<file path="config.mk">
export PLATFORM = sky130hd
export DESIGN_NAME = seg7_scan_decoder
export DESIGN_NICKNAME = d
export VERILOG_FILES = /design/src/rtl/seg7_scan_decoder.sv
export SDC_FILE = /design/constraint.sdc
export NUM_CORES = 1
export LEC_CHECK = 0
export BUFFER_PORTS_ARGS = -buffer_cell sky130_fd_sc_hd__buf_2
export CORE_ASPECT_RATIO = 0.6
export CORE_MARGIN = 2
export CORE_UTILIZATION = 46
export CTS_BUF_LIST = sky130_fd_sc_hd__clkbuf_2 sky130_fd_sc_hd__clkbuf_4 sky130_fd_sc_hd__clkbuf_8
export CTS_CLUSTER_SIZE = 16
export DETAILED_ROUTE_END_ITERATION = 6
export GPL_TIMING_DRIVEN = 0
export HOLD_SLACK_MARGIN = 0.03
export PLACE_DENSITY = 0.66
export SYNTH_ARGS = -nofsm -noshare
export SYNTH_HDL_FRONTEND = slang
export SYNTH_SLANG_ARGS = --single-unit
</file>
<file path="constraint.sdc">
create_clock -name clk -period 2.7 [get_ports clk]
set_input_delay 0.27 -clock clk [delete_from_list [all_inputs] [get_ports clk]]
set_output_delay 0.27 -clock clk [all_outputs]
set_load 0.02 [all_outputs]
</file>
<file path="src/rtl/seg7_scan_decoder.sv">
// Recovers nibbles from a time-multiplexed seven-segment bus after a stable dwell per digit.
// Optional decimal-point tracking is enabled by defining SEG7_SCAN_DP_EN.
module seg7_scan_decoder #(
  parameter int unsigned DIGITS        = 4,
  parameter int unsigned SETTLE_CYCLES = 3
) (
  input  logic                  clk,
  input  logic                  rst_n,
  input  logic [6:0]            seg_in,
  input  logic [DIGITS-1:0]     dig_sel,
`ifdef SEG7_SCAN_DP_EN
  input  logic                  dp_in,
  output logic [DIGITS-1:0]     dp_mask,
`endif
  output logic [4*DIGITS-1:0]   value,
  output logic [DIGITS-1:0]     valid_mask,
  output logic                  frame_done,
  output logic                  err,
  output logic [2:0]            err_digit
);

  localparam logic [7:0] SettleMax = 8'(SETTLE_CYCLES);

  typedef enum logic [1:0] {StBlank, StSettle, StHold} state_t;

  state_t            state_q;
  logic [7:0]        cnt_q;
  logic [6:0]        seg_q, seg_p;
  logic [DIGITS-1:0] sel_q, sel_p;
  logic [DIGITS-1:0] seen_q;
  logic [DIGITS-1:0] seen_set;
  logic              change;
  logic              one_hot;
  logic              hit;
  logic              blank;
  logic [3:0]        nib;
  logic [2:0]        idx;

`ifdef SEG7_SCAN_DP_EN
  logic dp_q, dp_p;
  assign change = (seg_q != seg_p) || (sel_q != sel_p) || (dp_q != dp_p);
`else
  assign change = (seg_q != seg_p) || (sel_q != sel_p);
`endif

  assign one_hot  = $onehot(sel_q);
  assign blank    = (seg_q == 7'h00);
  // sel_q is one-hot whenever a capture happens, so it doubles as the digit's bit mask
  assign seen_set = seen_q | sel_q;

  always_comb begin
    idx = 3'd0;
    for (int i = 0; i < int'(DIGITS); i++) begin
      if (sel_q[i]) idx = 3'(i);
    end
  end

  always_comb begin
    hit = 1'b1;
    nib = 4'h0;
    case (seg_q)
      7'h3F: nib = 4'h0;
      7'h06: nib = 4'h1;
      7'h5B: nib = 4'h2;
      7'h4F: nib = 4'h3;
      7'h66: nib = 4'h4;
      7'h6D: nib = 4'h5;
      7'h7D: nib = 4'h6;
      7'h07: nib = 4'h7;
      7'h7F: nib = 4'h8;
      7'h6F: nib = 4'h9;
      7'h77: nib = 4'hA;
      7'h7C: nib = 4'hB;
      7'h39: nib = 4'hC;
      7'h5E: nib = 4'hD;
      7'h79: nib = 4'hE;
      7'h71: nib = 4'hF;
      default: hit = 1'b0;
    endcase
  end

  always_ff @(posedge clk or negedge rst_n) begin
    if (!rst_n) begin
      state_q    <= StBlank;
      cnt_q      <= 8'd0;
      seg_q      <= 7'h00;
      seg_p      <= 7'h00;
      sel_q      <= '0;
      sel_p      <= '0;
      seen_q     <= '0;
      value      <= '0;
      valid_mask <= '0;
      frame_done <= 1'b0;
      err        <= 1'b0;
      err_digit  <= 3'd0;
`ifdef SEG7_SCAN_DP_EN
      dp_q       <= 1'b0;
      dp_p       <= 1'b0;
      dp_mask    <= '0;
`endif
    end else begin
      seg_q      <= seg_in;
      sel_q      <= dig_sel;
      seg_p      <= seg_q;
      sel_p      <= sel_q;
      frame_done <= 1'b0;
      err        <= 1'b0;
`ifdef SEG7_SCAN_DP_EN
      dp_q       <= dp_in;
      dp_p       <= dp_q;
`endif
      case (state_q)
        StBlank: begin
          if (one_hot) begin
            state_q <= StSettle;
            cnt_q   <= 8'd1;
          end
        end
        StSettle, StHold: begin
          if (change) begin
            state_q <= one_hot ? StSettle : StBlank;
            cnt_q   <= one_hot ? 8'd1 : 8'd0;
          end else if (state_q == StSettle) begin
            if (cnt_q >= SettleMax) begin
              state_q <= StHold;
              for (int i = 0; i < int'(DIGITS); i++) begin
                if (sel_q[i]) begin
                  if (hit) value[4*i +: 4] <= nib;
                  valid_mask[i] <= hit;
`ifdef SEG7_SCAN_DP_EN
                  dp_mask[i]    <= dp_q;
`endif
                end
              end
              if (!hit && !blank) begin
                err       <= 1'b1;
                err_digit <= idx;
              end
              // The frame-completing capture is consumed by this pulse
              if (&seen_set) begin
                frame_done <= 1'b1;
                seen_q     <= '0;
              end else begin
                seen_q     <= seen_set;
              end
            end else begin
              cnt_q <= cnt_q + 8'd1;
            end
          end
        end
        default: begin
          state_q <= StBlank;
          cnt_q   <= 8'd0;
        end
      endcase
    end
  end

endmodule

</file>
Word level (Yosys, flattened, before mapping)
Index checks and enable logic that the tools add are counted.

word-level totals
  logic and storage cells = 99
  register bits after elaboration = 61

cells by class
  add/sub/neg operators = 4
  bitwise operators = 2
  muxes and demuxes = 28
  reduce and logical (&&, ||, !) cells = 21
  eq/ne operators = 25
  order comparisons = 1

operators by type and width
  kind                                                                                  number
  7-bit equality test (second input constant)                                           12
  4-bit one-hot mux with 15 select lines                                                1
  8-bit 2-to-1 mux                                                                      4
  5-bit AND reduction                                                                   5
  6-bit AND reduction                                                                   4
  8-bit one-hot mux with 2 select lines                                                 1
  16-bit OR reduction                                                                   1
  7-bit by 3-bit equality test with 1-bit output (second input constant)                2
  7-bit by 6-bit equality test with 1-bit output (second input constant)                2
  1-bit 2-to-1 mux                                                                      14
  2-bit 2-to-1 mux                                                                      5
  3-bit != test (second input constant)                                                 3
  8-bit by 1-bit adder with 8-bit output (second input constant)                        1
  8-bit by 2-bit greater-or-equal comparator with 1-bit output (second input constant)  1
  4-bit AND reduction                                                                   2
  7-bit zero test                                                                       1
  7-bit != test                                                                         1
  3-bit AND reduction                                                                   2
  1-bit by 1-bit adder with 2-bit output                                                2
  4-bit 2-to-1 mux                                                                      1
  4-bit != test                                                                         1
  4-bit bitwise OR                                                                      1
  2-bit one-hot mux with 2 select lines                                                 1
  2-bit by 2-bit adder with 3-bit output                                                1
  other kinds (11)                                                                      12

Longest topological paths before layout
Gate-level depths: netlist of the first run.

  depth after elaboration = 10
  depth in mapped cells = 11

Worst setup path before layout of the first run
OpenSTA, ideal clock, no wires.

  path type = reg-to-reg
  start point = reg sel_q[0]
  end point = reg cnt_q[4]
  arrival = 2.199 ns
  setup time = 0.119 ns
  data required time = 2.581 ns
  path buffers = 0
  path slack = 0.382 ns
  cell stages (with the launch flop) = 12
  cells stage by stage = dfrtp_1 inv_1 fa_1 inv_1 ha_1 ha_1 nor2_1 nand2_1 nand2_1 and3_1 a31o_2 and2_1

between the ends
  word-level cells in the longest chain between the ends = 5
  elaborated cells between the ends (all ways) = 11
  those cells by class = add/sub (2); eq/ne (5); mux (2); reduce/logical (2)

ends and longest elaborated chain
  element                                                       RTL line  text
  start, declared                                               29        logic [DIGITS-1:0] sel_q, sel_p;
  start signal, assigned                                        103       sel_q <= dig_sel;
  1-bit by 1-bit adder with 2-bit output (not written as such)  46        assign one_hot = $onehot(sel_q);
  2-bit by 2-bit adder with 3-bit output (not written as such)  46
  3-bit by 1-bit equality test with 1-bit output                46
  2-bit != test (no source line)                                --
  3-bit AND reduction (no source line)                          --
  end signal, assigned                                          122       cnt_q <= one_hot ? 8'd1 : 8'd0;
  end signal, assigned                                          147       cnt_q <= cnt_q + 8'd1;
  end, declared                                                 27        logic [7:0] cnt_q;

Parallel ways exist; a longest one is shown, timed or not.
A chain may end at the register's enable or synchronous reset.

Final worst setup path of the first run
  start point = reg seg_q[6]
  end point = reg value[4]

between the ends
  word-level cells in the longest chain between the ends = 4
  elaborated cells between the ends (all ways) = 23
  those cells by class = eq/ne (17); mux (2); bitwise (1); reduce/logical (3)

ends and longest elaborated chain
  element                                                                   RTL line  text
  start, declared                                                           28        logic [6:0] seg_q, seg_p;
  start signal, assigned                                                    102       seg_q <= seg_in;
  7-bit equality test (tied with other cells)                               61        case (seg_q)
  16-bit OR reduction (no source line) or 1-bit logical OR (tied branches)  --
  1-bit 2-to-1 mux or 1-bit NOT (tied branches)                             --
  6-bit AND reduction (no source line)                                      --
  end signal, assigned by index                                             128       if (hit) value[4*i +: 4] <= nib;
  end, declared                                                             15        output logic [4*DIGITS-1:0] value,

Parallel ways exist; a longest one is shown, timed or not.

==> summary.txt, run 1 <==
Outcome
  – Status: finished clean

Floorplanning
  – Die W: 105 um
  – Row count: 21
  – Die footprint: 6720 um2
  – Chip Height: 64.3 um
  – IO Count: 38
  – Core Box Area: 5700 um2
  – Starting density of the core: 48.9%

Global route
  – Initial antenna violation count: 0
  – Largest net degree at the start of global routing: 61
  – Grt total ovfl: 0
  – Number of global-route vias before repair: 1876
  – GRT Util Overall: 19.0%
  – First-pass GRT wire length: 9.47 mm

Detailed routing
  – Vias/cell: 5.14
  – 1st-pass router iterations: 4
  – Final wirelength: 5.54 mm
  – DRT iter0 DRCs: 106
  – Drc violations: 0
  – Vias: 1974
  – Drt wl/cell: 14.4 um
  – ANT nets after route: 0

Placed design
  – Pre-CTS setup slack: 61.4 ps
  – IO Port Bufs: 36
  – Gpl congestion: 0.902
  – HPWL after DPL: 3.86 mm
  – Placed Cells: 358

Setup path
  – CP endpoint kind: register
  – WP data required: 2920 ps
  – Critical Path AT: 2790 ps
  – Crit path max fanout: 10
  – Worst setup path class: reg2reg
  – Crit path launch type: register

Logic synthesis
  – Number of synthesized flops with an enable pin: 0
  – Syn_nets: 262
  – Warnings from Yosys: 0
  – Register area share after synthesis: 53.9%
  – Cell count after synthesis: 242
  – FF+latch count, synth: 60
  – Async set-reset flop share out of synthesis: 100%
  – Syn_area_per_cell: 11.5 um2
  – Synth Flop Type: dfrtp_1
  – Cell variety after synth: 53
  – Post-Syn Area: 2790 um2

Flow run
  – Max-cap viol count: 0

STA
  – Setup tns final: 0 ps
  – Hold WS: 1.15 ps
  – Slew HR: 50.8%
  – Final Max Slew Viols: 0
  – Final Hold Viols: 0
  – RSZ-0062 raised after global routing: no
  – Final Skew: 5.19 ps
  – Final worst setup slack: 130 ps
  – Final setup vio count: 0
  – Min Tclk post-route: 2570 ps
  – Final worst-path cycle share: 95.2%
  – Max Clk Rate: 389 MHz
  – Worst Tran Pin Value: 739 ps

Power
  – Combinational power share: 13.8%
  – Power Density: 591 nW/um2
  – Maximum VDD drop: 0.000338 V
  – Lkg Pwr: 1.71 nW
  – Flop pwr share: 48.5%
  – Internal: 1.49 mW
  – Net Sw Frac: 25.7%
  – Switching power: 0.513 mW
  – Clock group share of total power: 37.7%

Clocking
  – Max Root-Sink Buffers: 2
  – Clock Latency Late Sink: 340 ps
  – Clock transition at path regs: 60 ps
  – H-Tree Depth: 3
  – Post-CTS Setup Bufs: 0
  – Total CTS buffers: 9
  – Root buf cell: clkbuf_8
  – Clock tree from TritonCTS: done
  – Clock Sinks: 60

Cells and area
  – Synth-to-Final Area Change: 21.3%
  – Share of cells above drive strength 1: 28.9%
  – Nets: 320
  – Final Util: 59.3%
  – Number of fill cells in the layout: 492
  – Finished Layout Cells: 384
  – Antenna Cells: 0

Hold path
  – Worst Hold Class: in2async
[registers in the layout, summed over array words and instances (netlist names)]
signal      flops
value          16
seg_q           7
state_q         2
err             1
seg_p           7
sel_p           4
seen_q          4
frame_done      1
cnt_q           8
sel_q           4
valid_mask      4
err_digit       2
[worst max-delay path, cell delays in order (launching register included)]
cell and delay, ps:
dfrtp_1 400, buf_2 190, or2_2 310, or4_1 460, a21oi_1 270, nor4_4 130, nor2_2 310, mux2_2 370
[timing repair]
action,CTS,global route
hold buffers,11,0
hold endpoints to repair,11,0
endpoints found under the setup margin,0,19
gates resized for setup,0,3
[power groups by stage]
stage          sequential (mW)  combinational (mW)  clock (mW)
6_report                 0.969               0.277       0.754
5_1_grt                  0.975               0.313       0.834
4_1_cts                  0.969               0.270       0.783
3_5_place_dp             0.986               0.256           0
3_3_place_gp             0.983               0.257           0
2_1_floorplan            0.975               0.191           0
[logic make-up (layout without fill, tap and decap cells)]
kind of cell	after synthesis	after routing	share of synthesized area (%)
adder cells (fa/ha/maj)	7	7	3.41
AO/OA/AOI/OAI	42	42	10.2
flip-flops	60	60	53.9
buffers and inverters	21	83	3.90
AND/OR/NAND/NOR	80	80	16.9
XOR/XNOR	11	11	3.46
other	1	1	0.135
multiplexers	20	20	8.12
[final cells by class]
cell class,instances,area [um2],area share [%]
inverter,12,45.0,1.33
timing repair buffer,47,293,8.66
multi-input combinational,161,1190,35.1
buffer,9,63.8,1.89
sequential,60,1500,44.4
tap,80,100,2.96
clock inverter,1,5.00,0.148
clock buffer,14,186,5.51
[placed cells by master (no fill, tap or decap), types with 5 or more instances in the layout]
cell type       n
a21o_1          6
a21oi_1        11
and2_1          6
buf_2          38
clkbuf_8       13
dfrtp_1        60
dlygate4sd3_1  11
ha_1            6
inv_1          12
mux2_2         17
nand2_1        12
nand3_1         6
nor2_1         15
nor3_1          5
or4_1           5
xnor2_1        11
[synthesized netlist by cell type (4+ instances only)]
library cell,n,share of area (%)
a21o_1,6,1.6
a21oi_1,11,2.0
and2_1,6,1.3
and3_1,4,0.90
dfrtp_1,60,54
ha_1,6,2.7
inv_1,12,1.6
mux2_2,17,6.9
nand2_1,12,1.6
nand3_1,6,1.1
nor2_1,15,2.0
nor3_1,5,0.90
o21ai_0,4,0.72
or4_1,5,1.3
xnor2_1,11,3.5
[layer usage]
layer	wire [um]	track usage, %	vias to the layer above
li1	-	-	973
met1	2940	28.8	940
met2	2200	23.3	55
met3	331	7.65	6
met4	57	7.77	0
met5	0	0	-
[stage by stage]
stage / power [mW] / instance area, um2
3_3_place_gp: 1.24 / 3070
4_1_cts: 2.02 / 3370
2_1_floorplan: 1.17 / 2790
6_report: 2.00 / 3380
3_5_place_dp: 1.24 / 3070
5_1_grt: 2.12 / 3380
[final timing paths]
path,startpoint,end,slack (ps),depth (start not counted)
worst max-delay path,seg_q[6]$_DFF_PN0_,value[4]$_DFFE_PN0P_,130,7
worst min-delay path,rst_n,seg_q[4]$_DFF_PN0_,1,1
worst max register to register,seg_q[6]$_DFF_PN0_,value[4]$_DFFE_PN0P_,130,7
worst min register to register,seg_q[6]$_DFF_PN0_,seg_p[6]$_DFF_PN0_,420,0
max in group asynchronous,rst_n,sel_q[0]$_DFF_PN0_,2220,1
min in group clk,seg_q[6]$_DFF_PN0_,seg_p[6]$_DFF_PN0_,420,0
Power figures use the tool's default switching activity.
==> inputs of run 2 (changes only) <==
--- a/config.mk
+++ b/config.mk
@@ -14,7 +14,7 @@
 export DETAILED_ROUTE_END_ITERATION = 6
 export GPL_TIMING_DRIVEN = 0
 export HOLD_SLACK_MARGIN = 0.03
-export PLACE_DENSITY = 0.66
+export PLACE_DENSITY = 0.69
 export SYNTH_ARGS = -nofsm -noshare
 export SYNTH_HDL_FRONTEND = slang
 export SYNTH_SLANG_ARGS = --single-unit
==> run 2 against run 1 <==
Net effect: the run now ends with hold timing left; clock power is 8.8% higher; core utilization is 0.31 points higher; sequential power hardly changed; combinational power up 2%; clock-buffer cell count down 2; fmax rose by 0.49%; power up 3.7%; non-clock buffer count did not move; first-iteration DRC count grew 16%.
==> summary.txt, run 2 (synthesis gave the netlist of run 1 again) <==
Outcome
  – Status: finished with violations
  – Failing checks: hold timing

STA
  – Final worst setup slack: 143 ps
  – Hold WS: -13.8 ps
  – Final worst-path cycle share: 94.7%
  – Worst Tran Pin Value: 735 ps
  – Final setup vio count: 0
  – Slew HR: 51.0%
  – RSZ-0062 raised after global routing: no
  – Final Max Slew Viols: 0
  – Final Hold Viols: 8
  – Final Skew: 10.0 ps
  – Setup tns final: 0 ps
  – Min Tclk post-route: 2560 ps
  – Max Clk Rate: 391 MHz

Cells and area
  – Antenna Cells: 0
  – Register with the most flip-flops: value
  – Commonest non-fill, non-tap cell in the layout: dfrtp_1
  – Registers with the most flip-flops: value x16, cnt_q x8
  – Number of fill cells in the layout: 480
  – Most frequent cells in the layout: dfrtp_1, buf_2, mux2_2
  – Nets: 320
  – Design Area, Final: 3400 um2
  – Multi-input gate area: 1190 um2
  – Seq. cell area: 1500 um2
  – Share of cells above drive strength 1: 29.8%
  – Synth-to-Final Area Change: 21.9%
  – Max reg flops: 16
  – Final Util: 59.6%

Placed design
  – HPWL after DPL: 3.96 mm
  – Pre-CTS setup slack: 124 ps
  – Area post-placement: 3070 um2
  – IO Port Bufs: 36
  – Gpl congestion: 0.941

Power
  – Combinational power share: 13.6%
  – Clock group share of total power: 39.5%
  – Power Density: 610 nW/um2
  – Switching power: 0.539 mW
  – Internal: 1.53 mW
  – Maximum VDD drop: 0.000297 V
  – Total Power: 2.07 mW
  – Lkg Pwr: 1.71 nW
  – Net Sw Frac: 26.0%
  – Flop pwr share: 46.8%

Global route
  – Initial antenna violation count: 0
  – Number of global-route vias before repair: 1963
  – Grt total ovfl: 0
  – GRT Util Overall: 19.1%
  – Largest net degree at the start of global routing: 61
  – First-pass GRT wire length: 9.72 mm

Detailed routing
  – Drt wl/cell: 14.7 um
  – 1st-pass router iterations: 4
  – DRT iter0 DRCs: 123
  – Drc violations: 0
  – Vias: 2051
  – Final wirelength: 5.65 mm
  – ANT nets after route: 0
  – Vias/cell: 5.33

Clocking
  – H-Tree Depth: 3
  – Root buf cell: clkbuf_8
  – Clock tree from TritonCTS: done
  – Total CTS buffers: 9
  – Clock transition at path regs: 60 ps
  – Post-CTS Setup Bufs: 0
  – Clock Latency Late Sink: 340 ps
  – Max Root-Sink Buffers: 2
  – Clock Sinks: 60

Setup path
  – Worst R2R Setup Slack: 140 ps
  – Worst Path Buf+Inv: 1
  – Slowest-stage cell, CP: or4_1
  – Reg-to-Reg End: value[3]$_DFFE_PN0P_
  – WP data required: 2920 ps
  – Worst setup path class: reg2reg
  – FF-to-FF Start: seg_q[6]$_DFF_PN0_
  – Critical Path AT: 2770 ps
  – Crit path largest cell delay: 450 ps
  – FF-to-FF path depth: 7
  – Crit path launch type: register
  – Crit path max fanout: 10
  – Critical path's top delay family: simple AND/OR/NAND/NOR gates
  – CP endpoint kind: register
  – Cell depth of the worst setup path: 7
  – Crit-path cells: buf_2 -> or2_2 -> or4_1 -> a21oi_1 -> nor4_4 -> nor2_2 -> mux2_2

Floorplanning
  – Die footprint: 6720 um2
  – Die W: 105 um
  – Core Box Area: 5700 um2
  – Row count: 21
  – Starting density of the core: 48.9%
  – IO Count: 38
  – Chip Height: 64.3 um

Flow run
  – Max-cap viol count: 0

Hold path
  – Worst Hold Class: in2async
-- run 2: worst max-delay path by stage --
stage,startpoint,slack [ps],end
after floorplan,sel_q[0]$_DFF_PN0_,380,cnt_q[4]$_DFFE_PN0P_
after global placement,sel_q[3]$_DFF_PN0_,170,value[7]$_DFFE_PN0P_
after detailed placement,sel_q[0]$_DFF_PN0_,120,cnt_q[4]$_DFFE_PN0P_
after CTS,sel_q[0]$_DFF_PN0_,90,value[6]$_DFFE_PN0P_
after global routing,sel_q[1]$_DFF_PN0_,9,cnt_q[4]$_DFFE_PN0P_
final,seg_q[6]$_DFF_PN0_,140,value[3]$_DFFE_PN0P_
-- run 2: final cells by class --
| type | instances | area share, % |
|---|---|---|
| Timing Repair Buffer | 47 | 8.61 |
| Tap cell | 80 | 2.94 |
| Buffer | 9 | 1.88 |
| Clock buffer | 12 | 4.67 |
| Clock inverter | 4 | 1.40 |
| Sequential cell | 60 | 44.2 |
| Inverter | 12 | 1.32 |
| Multi-Input combinational cell | 161 | 34.9 |
-- run 2: power by group through the flow --
stage               Sequential [mW]  Combinational [mW]  Clock [mW]
floorplan                     0.975               0.191           0
global placement              0.985               0.253           0
detailed placement            0.985               0.262           0
CTS                           0.969               0.272       0.841
global route                  0.975               0.322       0.896
finish                        0.970               0.283       0.820
-- run 2: worst reg2reg max path: cells and delay by family, from the launching register on --
family                 cells  cell delay (ps)
DFF                        1              410
AOI/OAI and AO/OA          1              270
buffers and inverters      1              190
and+or+nand+nor            4             1200
muxes                      1              380
-- run 2: timing repair --
item / in CTS / in global routing
hold buffers: 9 / 2
endpoints found under the hold margin: 9 / 2
endpoints found under the setup margin: 0 / 24
resized for setup: 0 / 5
-- run 2: per-stage QoR --
step / instances / hold slack (ps)
global placement: 358 / 378
CTS: 383 / 30.1
floorplan: 242 / -25.6
finish: 385 / -13.8
detailed placement: 358 / 379
global route: 385 / 42.0
-- run 2: routing by layer --
metal / wire length [um] / global-route usage [%]
met5: 0 / 0
met4: 51 / 6.59
met3: 353 / 7.24
met2: 2300 / 25.1
met1: 2940 / 28.2
==> inputs of run 3 (changes only) <==
--- a/config.mk
+++ b/config.mk
@@ -5,7 +5,7 @@
 export SDC_FILE = /design/constraint.sdc
 export NUM_CORES = 1
 export LEC_CHECK = 0
-export BUFFER_PORTS_ARGS = -buffer_cell sky130_fd_sc_hd__buf_2
+export BUFFER_PORTS_ARGS = -buffer_cell sky130_fd_sc_hd__buf_4
 export CORE_ASPECT_RATIO = 0.6
 export CORE_MARGIN = 2
 export CORE_UTILIZATION = 46
==> run 3 against run 2 <==
Net effect: the run now ends clean; power shrank 4.9%; final area grew 2.0%; wire length grew 0.48%; worst setup slack gained 32 ps; combinational power grew 1%; clock power shrank 13%; global-route usage grew 0.29 points; worst hold slack gained 430 ps; sequential share of layout area shrank 0.88 points; clock skew shrank 1.1 ps; register-to-register slack gained 30 ps; critical path type unchanged; highest routed layer unchanged.
==> summary.txt, run 3 (synthesis gave the netlist of run 1 again) <==
Clocking
  – Clock tree from TritonCTS: done
  – Root buf cell: clkbuf_8
  – Max Root-Sink Buffers: 2
  – Clock transition at path regs: 60 ps
  – Total CTS buffers: 9
  – Clock Sinks: 60
  – H-Tree Depth: 3
  – Clock Latency Late Sink: 340 ps

STA
  – Min Tclk post-route: 2530 ps
  – Slew HR: 51.2%
  – Final Skew: 8.97 ps
  – Final Hold Viols: 0
  – Final worst-path cycle share: 93.5%
  – Max Clk Rate: 396 MHz
  – Worst Tran Pin Value: 732 ps
  – Final Max Slew Viols: 0
  – Setup tns final: 0 ps
  – RSZ-0062 raised after global routing: no
  – Final setup vio count: 0

Detailed routing
  – Drt wl/cell: 14.7 um
  – Vias: 2025
  – Final wirelength: 5.67 mm
  – ANT nets after route: 0
  – 1st-pass router iterations: 4
  – Vias/cell: 5.26
  – Drc violations: 0
  – DRT iter0 DRCs: 111

Floorplanning
  – Die W: 105 um
  – Core Box Area: 5700 um2
  – IO Count: 38
  – Die footprint: 6720 um2
  – Starting density of the core: 48.9%
  – Row count: 21
  – Chip Height: 64.3 um

Global route
  – GRT Util Overall: 19.3%
  – Largest net degree at the start of global routing: 61
  – First-pass GRT wire length: 9.81 mm
  – Initial antenna violation count: 0
  – Number of global-route vias before repair: 1967
  – Grt total ovfl: 0

Cells and area
  – Registers with the most flip-flops: value x16, cnt_q x8
  – Register with the most flip-flops: value
  – Commonest non-fill, non-tap cell in the layout: dfrtp_1
  – Antenna Cells: 0
  – Design Area, Final: 3470 um2
  – Nets: 321
  – Seq. cell area: 1500 um2
  – Multi-input gate area: 1190 um2
  – Final Util: 60.8%
  – Number of fill cells in the layout: 499
  – Finished Layout Cells: 385
  – Synth-to-Final Area Change: 24.3%
  – Most frequent cells in the layout: dfrtp_1, buf_4, mux2_2
  – Max reg flops: 16
  – Share of cells above drive strength 1: 29.2%

Setup path
  – Critical path's top delay family: simple AND/OR/NAND/NOR gates
  – FF-to-FF path depth: 7
  – Crit path largest cell delay: 440 ps
  – Crit-path cells: buf_2 -> or2_2 -> or4_1 -> a21oi_1 -> nor4_4 -> nor2_2 -> mux2_2
  – CP startpoint: seg_q[6]$_DFF_PN0_
  – Worst R2R Setup Slack: 170 ps
  – Worst Path Buf+Inv: 1
  – Cell depth of the worst setup path: 7
  – WP data required: 2920 ps
  – Reg-to-Reg End: value[1]$_DFFE_PN0P_
  – Crit path launch type: register
  – Crit path max fanout: 10
  – Setup crit end: value[1]$_DFFE_PN0P_
  – FF-to-FF Start: seg_q[6]$_DFF_PN0_
  – Worst setup path class: reg2reg
  – Slowest-stage cell, CP: or4_1
  – CP endpoint kind: register
  – Critical Path AT: 2740 ps

Placed design
  – Placed Cells: 358
  – Gpl congestion: 0.910
  – Area post-placement: 3160 um2
  – IO Port Bufs: 36
  – HPWL after DPL: 3.99 mm

Power
  – Net Sw Frac: 26.3%
  – Total Power: 1.97 mW
  – Clock group share of total power: 36.2%
  – Maximum VDD drop: 0.000409 V
  – Combinational power share: 14.6%
  – Lkg Pwr: 1.71 nW
  – Power Density: 569 nW/um2
  – Internal: 1.45 mW
  – Switching power: 0.519 mW
  – Flop pwr share: 49.2%

Hold path
  – Worst Hold Class: reg2reg

Flow run
  – Max-cap viol count: 0

Outcome
  – Status: finished clean
run 3: changes by cell type in the layout (fill, tap and decap cells not counted):
cell / delta
dlygate4sd3_1: +1
dfrtp_2: -1
buf_2: -35
bufinv_16: -1
clkinvlp_4: -1
dfrtp_1: +1
buf_4: +35
clkbuf_4: +1
run 3: power groups by stage:
stage / combinational [mW] / sequential, mW / clock, mW
2_1_floorplan: 0.191 / 0.975 / 0
3_3_place_gp: 0.258 / 0.984 / 0
3_5_place_dp: 0.267 / 0.985 / 0
4_1_cts: 0.283 / 0.969 / 0.742
5_1_grt: 0.327 / 0.975 / 0.791
6_report: 0.287 / 0.970 / 0.714
run 3: worst reg2reg max path, stage by stage, from the launching register on:
cell and delay [ps]:
dfrtp_1 390, buf_2 190, or2_2 320, or4_1 440, a21oi_1 270, nor4_4 140, nor2_2 300, mux2_2 370
run 3: worst min path at each step:
stage	start	endpoint	slack (ps)	cells after the start
final	seg_q[6]$_DFF_PN0_	seg_p[6]$_DFF_PN0_	420	0
after floorplan	rst_n	cnt_q[0]$_DFFE_PN0P_	-30	0
after detailed placement	seg_in[6]	seg_q[6]$_DFF_PN0_	380	1
after CTS	seg_q[6]$_DFF_PN0_	seg_p[6]$_DFF_PN0_	420	0
after global placement	rst_n	cnt_q[0]$_DFFE_PN0P_	380	1
after global routing	seg_q[6]$_DFF_PN0_	seg_p[6]$_DFF_PN0_	430	0
run 3: per-stage QoR:
stage	hold WS, ps	setup slack [ps]
finish	415	174
global placement	380	143
floorplan	-25.6	382
CTS	419	128
global route	427	23.1
detailed placement	381	148
run 3: final cells by class:
class                   count  area share, %
clock inverters             2          0.289
clock buffers              13           4.80
flip-flops and latches     60           43.4
multi-input cells         161           34.3
repair buffers             48           11.3
inverters                  12           1.30
plain buffers               9           1.84
well taps                  80           2.89
run 3: repair_timing:
| item | 4_1_cts | 5_1_grt |
|---|---|---|
| setup endpoints to repair | 0 | 22 |
| hold buffers | 12 | 0 |
| buffers inserted | 0 | 0 |
| gates resized for setup | 0 | 4 |
| hold endpoints to repair | 71 | 0 |
run 3: per-layer routing:
layer	track usage, %	part of all wire (%)	vias up
met1	29.7	54	985
met2	24.5	39	52
li1	-	-	980
met4	8.11	1.5	0
met3	6.12	5.1	8
met5	0	0	-
